--- config.mk ---
export PLATFORM = sky130hd
export DESIGN_NAME = hazard_detection_unit
export DESIGN_NICKNAME = d
export VERILOG_FILES = /design/src/rtl/cpu_pkg.sv /design/src/rtl/hdu_sat_counter.sv /design/src/rtl/hazard_detection_unit.sv
export SDC_FILE = /design/constraint.sdc
export NUM_CORES = 1
export LEC_CHECK = 0
export BUFFER_PORTS_ARGS = -buffer_cell sky130_fd_sc_hd__buf_4
export CORE_ASPECT_RATIO = 0.9
export CORE_MARGIN = 3
export CORE_UTILIZATION = 40
export CTS_BUF_LIST = sky130_fd_sc_hd__clkbuf_16
export CTS_CLUSTER_DIAMETER = 30
export CTS_CLUSTER_SIZE = 10
export DETAILED_ROUTE_END_ITERATION = 16
export PLACE_DENSITY_LB_ADDON = 0.15
export SYNTH_ARGS = -nofsm -noshare
export SYNTH_HDL_FRONTEND = slang
export SYNTH_SLANG_ARGS = --single-unit
--- constraint.sdc ---
create_clock -name clk -period 4.15 [get_ports clk]
set_input_delay 0.6225 -clock clk [delete_from_list [all_inputs] [get_ports clk]]
set_output_delay 0.6225 -clock clk [all_outputs]
set_load 0.05 [all_outputs]
--- src/rtl/cpu_pkg.sv ---
// Shared CPU definitions: hazard-unit state encoding, opcode map and
// the register-read decode used for load-use detection.
package cpu_pkg;

  typedef enum logic [1:0] {
    ST_RUN,
    ST_STALL,
    ST_DRAIN,
    ST_HALTED
  } hduState_t;

  localparam logic [3:0] OPC_ADD = 4'h0;
  localparam logic [3:0] OPC_SUB = 4'h1;
  localparam logic [3:0] OPC_AND = 4'h2;
  localparam logic [3:0] OPC_OR  = 4'h3;
  localparam logic [3:0] OPC_SLL = 4'h4;
  localparam logic [3:0] OPC_LW  = 4'h8;
  localparam logic [3:0] OPC_SW  = 4'h9;
  localparam logic [3:0] OPC_LUI = 4'hA;
  localparam logic [3:0] OPC_B   = 4'hC;
  localparam logic [3:0] OPC_JR  = 4'hD;
  localparam logic [3:0] OPC_HLT = 4'hF;

  // Rs is the first ALU operand, the load/store base and the jump target.
  function automatic logic reads_rs(input logic [3:0] opcode);
    case (opcode)
      OPC_ADD, OPC_SUB, OPC_AND, OPC_OR, OPC_SLL,
      OPC_LW, OPC_SW, OPC_JR: reads_rs = 1'b1;
      default:                reads_rs = 1'b0;
    endcase
  endfunction

  // Rt is the second ALU operand and the store data; B uses flags only.
  function automatic logic reads_rt(input logic [3:0] opcode);
    case (opcode)
      OPC_ADD, OPC_SUB, OPC_AND, OPC_OR, OPC_SW: reads_rt = 1'b1;
      default:                                   reads_rt = 1'b0;
    endcase
  endfunction

endpackage

--- src/rtl/hdu_sat_counter.sv ---
// Saturating event counter for hazard-unit performance statistics.
module hdu_sat_counter #(
  parameter int CNT_W = 16
) (
  input  logic             clk,
  input  logic             rst_n,
  input  logic             inc,
  output logic [CNT_W-1:0] count
);

  always_ff @(posedge clk or negedge rst_n) begin
    if (!rst_n) begin
      count <= '0;
    end else if (inc && (count != '1)) begin
      count <= count + CNT_W'(1);
    end
  end

endmodule

--- src/rtl/hazard_detection_unit.sv ---
// Pipeline stall/flush control: load-use bubbles, taken-branch flushes,
// HLT drain-and-halt, plus saturating stall/flush counters.
module hazard_detection_unit
  import cpu_pkg::*;
#(
  parameter int REG_W        = 4,
  parameter int OP_W         = 4,
  parameter int DRAIN_CYCLES = 3,
  parameter int CNT_W        = 16
) (
  input  logic             clk,
  input  logic             rst_n,
  input  logic             IF_ID_Valid,
  input  logic [OP_W-1:0]  IF_ID_Opcode,
  input  logic [REG_W-1:0] IF_ID_RegisterRs,
  input  logic [REG_W-1:0] IF_ID_RegisterRt,
  input  logic             ID_EX_MemRead,
  input  logic [REG_W-1:0] ID_EX_RegisterRd,
  input  logic             EX_BranchTaken,
  output logic             PC_Write,
  output logic             IF_ID_Write,
  output logic             IF_ID_Flush,
  output logic             ID_EX_Bubble,
  output logic             Halted,
  output logic [CNT_W-1:0] StallCount,
  output logic [CNT_W-1:0] FlushCount
);

  localparam int DRAIN_W = (DRAIN_CYCLES > 1) ? $clog2(DRAIN_CYCLES + 1) : 1;

  hduState_t          state, nextState;
  logic [DRAIN_W-1:0] drainCnt;
  logic               loadUse, isHlt;
  logic               pcWr, ifIdWr, flush, bubble, halt;
  logic               stallInc, flushInc;

  assign loadUse = IF_ID_Valid && ID_EX_MemRead && (ID_EX_RegisterRd != '0) &&
                   (((ID_EX_RegisterRd == IF_ID_RegisterRs) && reads_rs(IF_ID_Opcode)) ||
                    ((ID_EX_RegisterRd == IF_ID_RegisterRt) && reads_rt(IF_ID_Opcode)));
  assign isHlt   = IF_ID_Valid && (IF_ID_Opcode == OPC_HLT);

  always_comb begin
    pcWr      = 1'b1;
    ifIdWr    = 1'b1;
    flush     = 1'b0;
    bubble    = 1'b0;
    halt      = 1'b0;
    stallInc  = 1'b0;
    flushInc  = 1'b0;
    nextState = state;
    unique case (state)
      ST_RUN, ST_STALL: begin
        nextState = ST_RUN;
        // A taken branch wins: anything in ID is wrong-path, so its LU/HLT is moot.
        if (EX_BranchTaken) begin
          flush    = 1'b1;
          bubble   = 1'b1;
          flushInc = 1'b1;
        end else if ((state == ST_RUN) && loadUse) begin
          pcWr      = 1'b0;
          ifIdWr    = 1'b0;
          bubble    = 1'b1;
          stallInc  = 1'b1;
          nextState = ST_STALL;
        end else if ((state == ST_RUN) && isHlt) begin
          pcWr      = 1'b0;
          ifIdWr    = 1'b0;
          nextState = ST_DRAIN;
        end
      end
      ST_DRAIN: begin
        if (EX_BranchTaken) begin
          flush     = 1'b1;
          bubble    = 1'b1;
          flushInc  = 1'b1;
          nextState = ST_RUN;
        end else begin
          pcWr   = 1'b0;
          ifIdWr = 1'b0;
          bubble = 1'b1;
          if (drainCnt <= DRAIN_W'(1)) nextState = ST_HALTED;
        end
      end
      ST_HALTED: begin
        pcWr   = 1'b0;
        ifIdWr = 1'b0;
        bubble = 1'b1;
        halt   = 1'b1;
      end
      default: nextState = ST_RUN;
    endcase
  end

  // Controls are forced low for as long as reset is held.
  assign PC_Write     = rst_n && pcWr;
  assign IF_ID_Write  = rst_n && ifIdWr;
  assign IF_ID_Flush  = rst_n && flush;
  assign ID_EX_Bubble = rst_n && bubble;
  assign Halted       = rst_n && halt;

  always_ff @(posedge clk or negedge rst_n) begin
    if (!rst_n) begin
      state    <= ST_RUN;
      drainCnt <= '0;
    end else begin
      state <= nextState;
      if ((state == ST_RUN) && (nextState == ST_DRAIN)) begin
        drainCnt <= DRAIN_W'(DRAIN_CYCLES - 1);
      end else if ((state == ST_DRAIN) && (drainCnt != '0)) begin
        drainCnt <= drainCnt - DRAIN_W'(1);
      end
    end
  end

  hdu_sat_counter #(.CNT_W(CNT_W)) uStallCnt (
    .clk   (clk),
    .rst_n (rst_n),
    .inc   (stallInc),
    .count (StallCount)
  );

  hdu_sat_counter #(.CNT_W(CNT_W)) uFlushCnt (
    .clk   (clk),
    .rst_n (rst_n),
    .inc   (flushInc),
    .count (FlushCount)
  );

endmodule

==> impl_metrics.csv <==
group,metric,value,unit
sta,setup_tns,0,ps
die,pin_count,58,
setup_path,path_class,"primary input to output pin",
clock_tree,ctsHoldBuffers,0,
sta,period_needed,2860,ps
setup_path,cp_max_fo,17,
synthesis,syn_inst,184,
synthesis,yosysWarnings,0,
clock_tree,cts_buffer_depth,2,
layout,final_cell_mix,"buf_4, dfrtp_1, xor2_1",
detailed_routing,drt-initial-drc-count,37,
synthesis,syn_area_per_cell,10.7,um2
layout,layout.cells.non_filler,309,
clock_tree,clk_pin_slew,60,ps
setup_path,reg2reg_to,"uStallCnt.count[5]",
pwr,total_power,1.15,mW
setup_path,cp-start-kind,"primary input",
clock_tree,clock-sinks,36,
placement,portBuffers,57,
sta,final-setup-viol-count,0,
layout,final_common_cell,"buf_4",
layout,final-seq-area,901,um2
layout,diodes,0,
sta,relSlewSlack,51.5,%
synthesis,async_flop_share,100,%
synthesis,synthDominantCellAreaShare,45.7,%
placement,dp_hpwl,3.08,mm
placement,place_inst,301,
clock_tree,post_cts_resized,0,
clock_tree,cts_tree,"done",
setup_path,reg2reg_depth,5,
layout,multi_input_area,1040,um2
detailed_routing,dr.pass1.iters,4,
synthesis,synthDistinctLibCells,43,
global_routing,grt_max_degree,41,
synthesis,yosys-top-cells-area,"dfrtp_1, xor2_1, xnor2_1",
run_status,status,"complete, no violations",
sta,maxSlewViolCount,0,
die,die_h,72.6,um
synthesis,synth_fp_nets,209,
pwr,power_leakage,1.30,nW
setup_path,cp.required,3530,ps
detailed_routing,drc,0,
die,core-area,4600,um2
global_routing,antenna_found_initial,0,
detailed_routing,antenna_left,0,
clock_tree,clock_latency,280,ps
synthesis,ys_ff_latch,36,
die,initial_utilization,42.8,%
detailed_routing,wl_per_cell,13.4,um
sta,hold_viol,0,
synthesis,synth_ff_type,"dfrtp_1",
pwr,power.density,443,nW/um2
layout,nNetsFinal,271,
global_routing,grt_pass1_wl,7.01,mm
detailed_routing,num_vias,1560,
die,dieArea,5810,um2
synthesis,ys_seq_area_share,45.7,%
setup_path,cp-end-kind,"output pin",
die,rows,23,
setup_path,r2r_start,"state[0]",
sta,fin_worst_skew,8.14,ps
clock_tree,htreeDepth,2,
placement,gp_congestion,0.732,
layout,drive_gt1_share,31.6,%
clock_tree,cts_root_buf,"clkbuf_16",
sta,fin_crit_sh,68.9,%
pwr,ir_drop,0.257,mV
clock_tree,cts_inserted_buffers,5,
global_routing,grt_pass1_vias,1491,
worst_hold_path,hold_class,"primary input to async pin",
global_routing,grt_usage,15.3,%
detailed_routing,vias_per_cell,5.05,
synthesis,yosys.area.top_type,"dfrtp_1",
clock_tree,cts_setup_buffers,0,
run,maxCapViolCount,0,
sta,rsz0062_at_grt,"no",
detailed_routing,wl,4.14,mm
sta,tightest_slew,719,ps
setup_path,cp.arrival,2240,ps
synthesis,synth_area,1970,um2
die,die_width,80.0,um
global_routing,overflow,0,
setup_path,r2r_setup_slack,2090,ps
layout,nFillCells,419,
synthesis,synth_edf_count,0,
sta,timing.fmax,0.349,GHz
layout,syn2layout_area_growth,32.2,%
-- critical path, stage by stage --
cell and delay [ps]:
buf_4 130, xor2_1 160, a2111oi_2 360, a21oi_2 260, nor4b_1 360, o31a_1 160, buf_4 190
-- report_power, final --
part | leakage, nW | switching (mW) | internal (mW) | total, mW
Clock | 0.0764 | 0.138 | 0.219 | 0.357
Sequential | 0.486 | 0.0556 | 0.398 | 0.454
Combinational | 0.734 | 0.219 | 0.126 | 0.344
-- worst max-delay path by stage --
| stage | startpoint | endpoint | depth (start not counted) |
|---|---|---|---|
| 6_report | ID_EX_RegisterRd[0] | ID_EX_Bubble | 7 |
| 5_1_grt | ID_EX_RegisterRd[0] | PC_Write | 7 |
| 4_1_cts | ID_EX_RegisterRd[3] | IF_ID_Write | 7 |
| 3_5_place_dp | ID_EX_RegisterRd[3] | IF_ID_Write | 7 |
| 3_3_place_gp | ID_EX_RegisterRd[0] | ID_EX_Bubble | 7 |
| 2_1_floorplan | ID_EX_RegisterRd[0] | PC_Write | 5 |
-- state kept, by name, summed over array words and instances, names as in the netlist --
signal and cells:
state 2, uFlushCnt.count 16, drainCnt 2, uStallCnt.count 16
-- per-layer routing --
| layer | part of all wire [%] | GRT usage [%] | wire length, um |
|---|---|---|---|
| met5 | 0 | 0 | 0 |
| met4 | 1.4 | 5.07 | 60 |
| met3 | 5.3 | 3.83 | 220 |
| met2 | 46 | 24.0 | 1910 |
| met1 | 47 | 20.8 | 1950 |
-- metrics by stage --
step	setup slack, ps	hold slack, ps	cell area, um2	utilization [%]
finish	1290	310	2610	56.6
global route	1120	351	2610	56.6
CTS	1280	335	2610	56.6
detailed placement	1270	475	2460	53.5
global placement	1290	476	2460	53.5
floorplan	1240	327	1970	-
-- cells in the mapped netlist (2+ instances only) --
master	count
nand2_1	19
nor2_1	11
inv_1	4
xor2_1	22
xnor2_1	16
and2_1	3
o21ai_0	3
o211ai_1	2
ha_1	4
nor3_1	5
dfrtp_1	36
nand4_1	10
nor4_1	5
and4_1	2
nand3_1	8
and3_1	5
mux2_2	3
-- cell families after synthesis --
| kind of cell | share of synthesized area [%] |
|---|---|
| DFF | 45.7 |
| buffers and inverters | 1.40 |
| xor gates and xnor gates | 16.9 |
| AOI/OAI and AO/OA | 7.75 |
| muxes | 2.29 |
| and+or+nand+nor | 23.4 |
| adders and majority gates | 2.54 |
-- final cells by class --
class | instances | area share [%]
inverters | 4 | 0.576
repair buffers | 57 | 16.4
clock buffers | 5 | 4.80
well taps | 62 | 2.98
multi-input cells | 142 | 40.0
flip-flops and latches | 36 | 34.6
clock inverters | 3 | 0.624
Power figures use the tool's default switching activity.
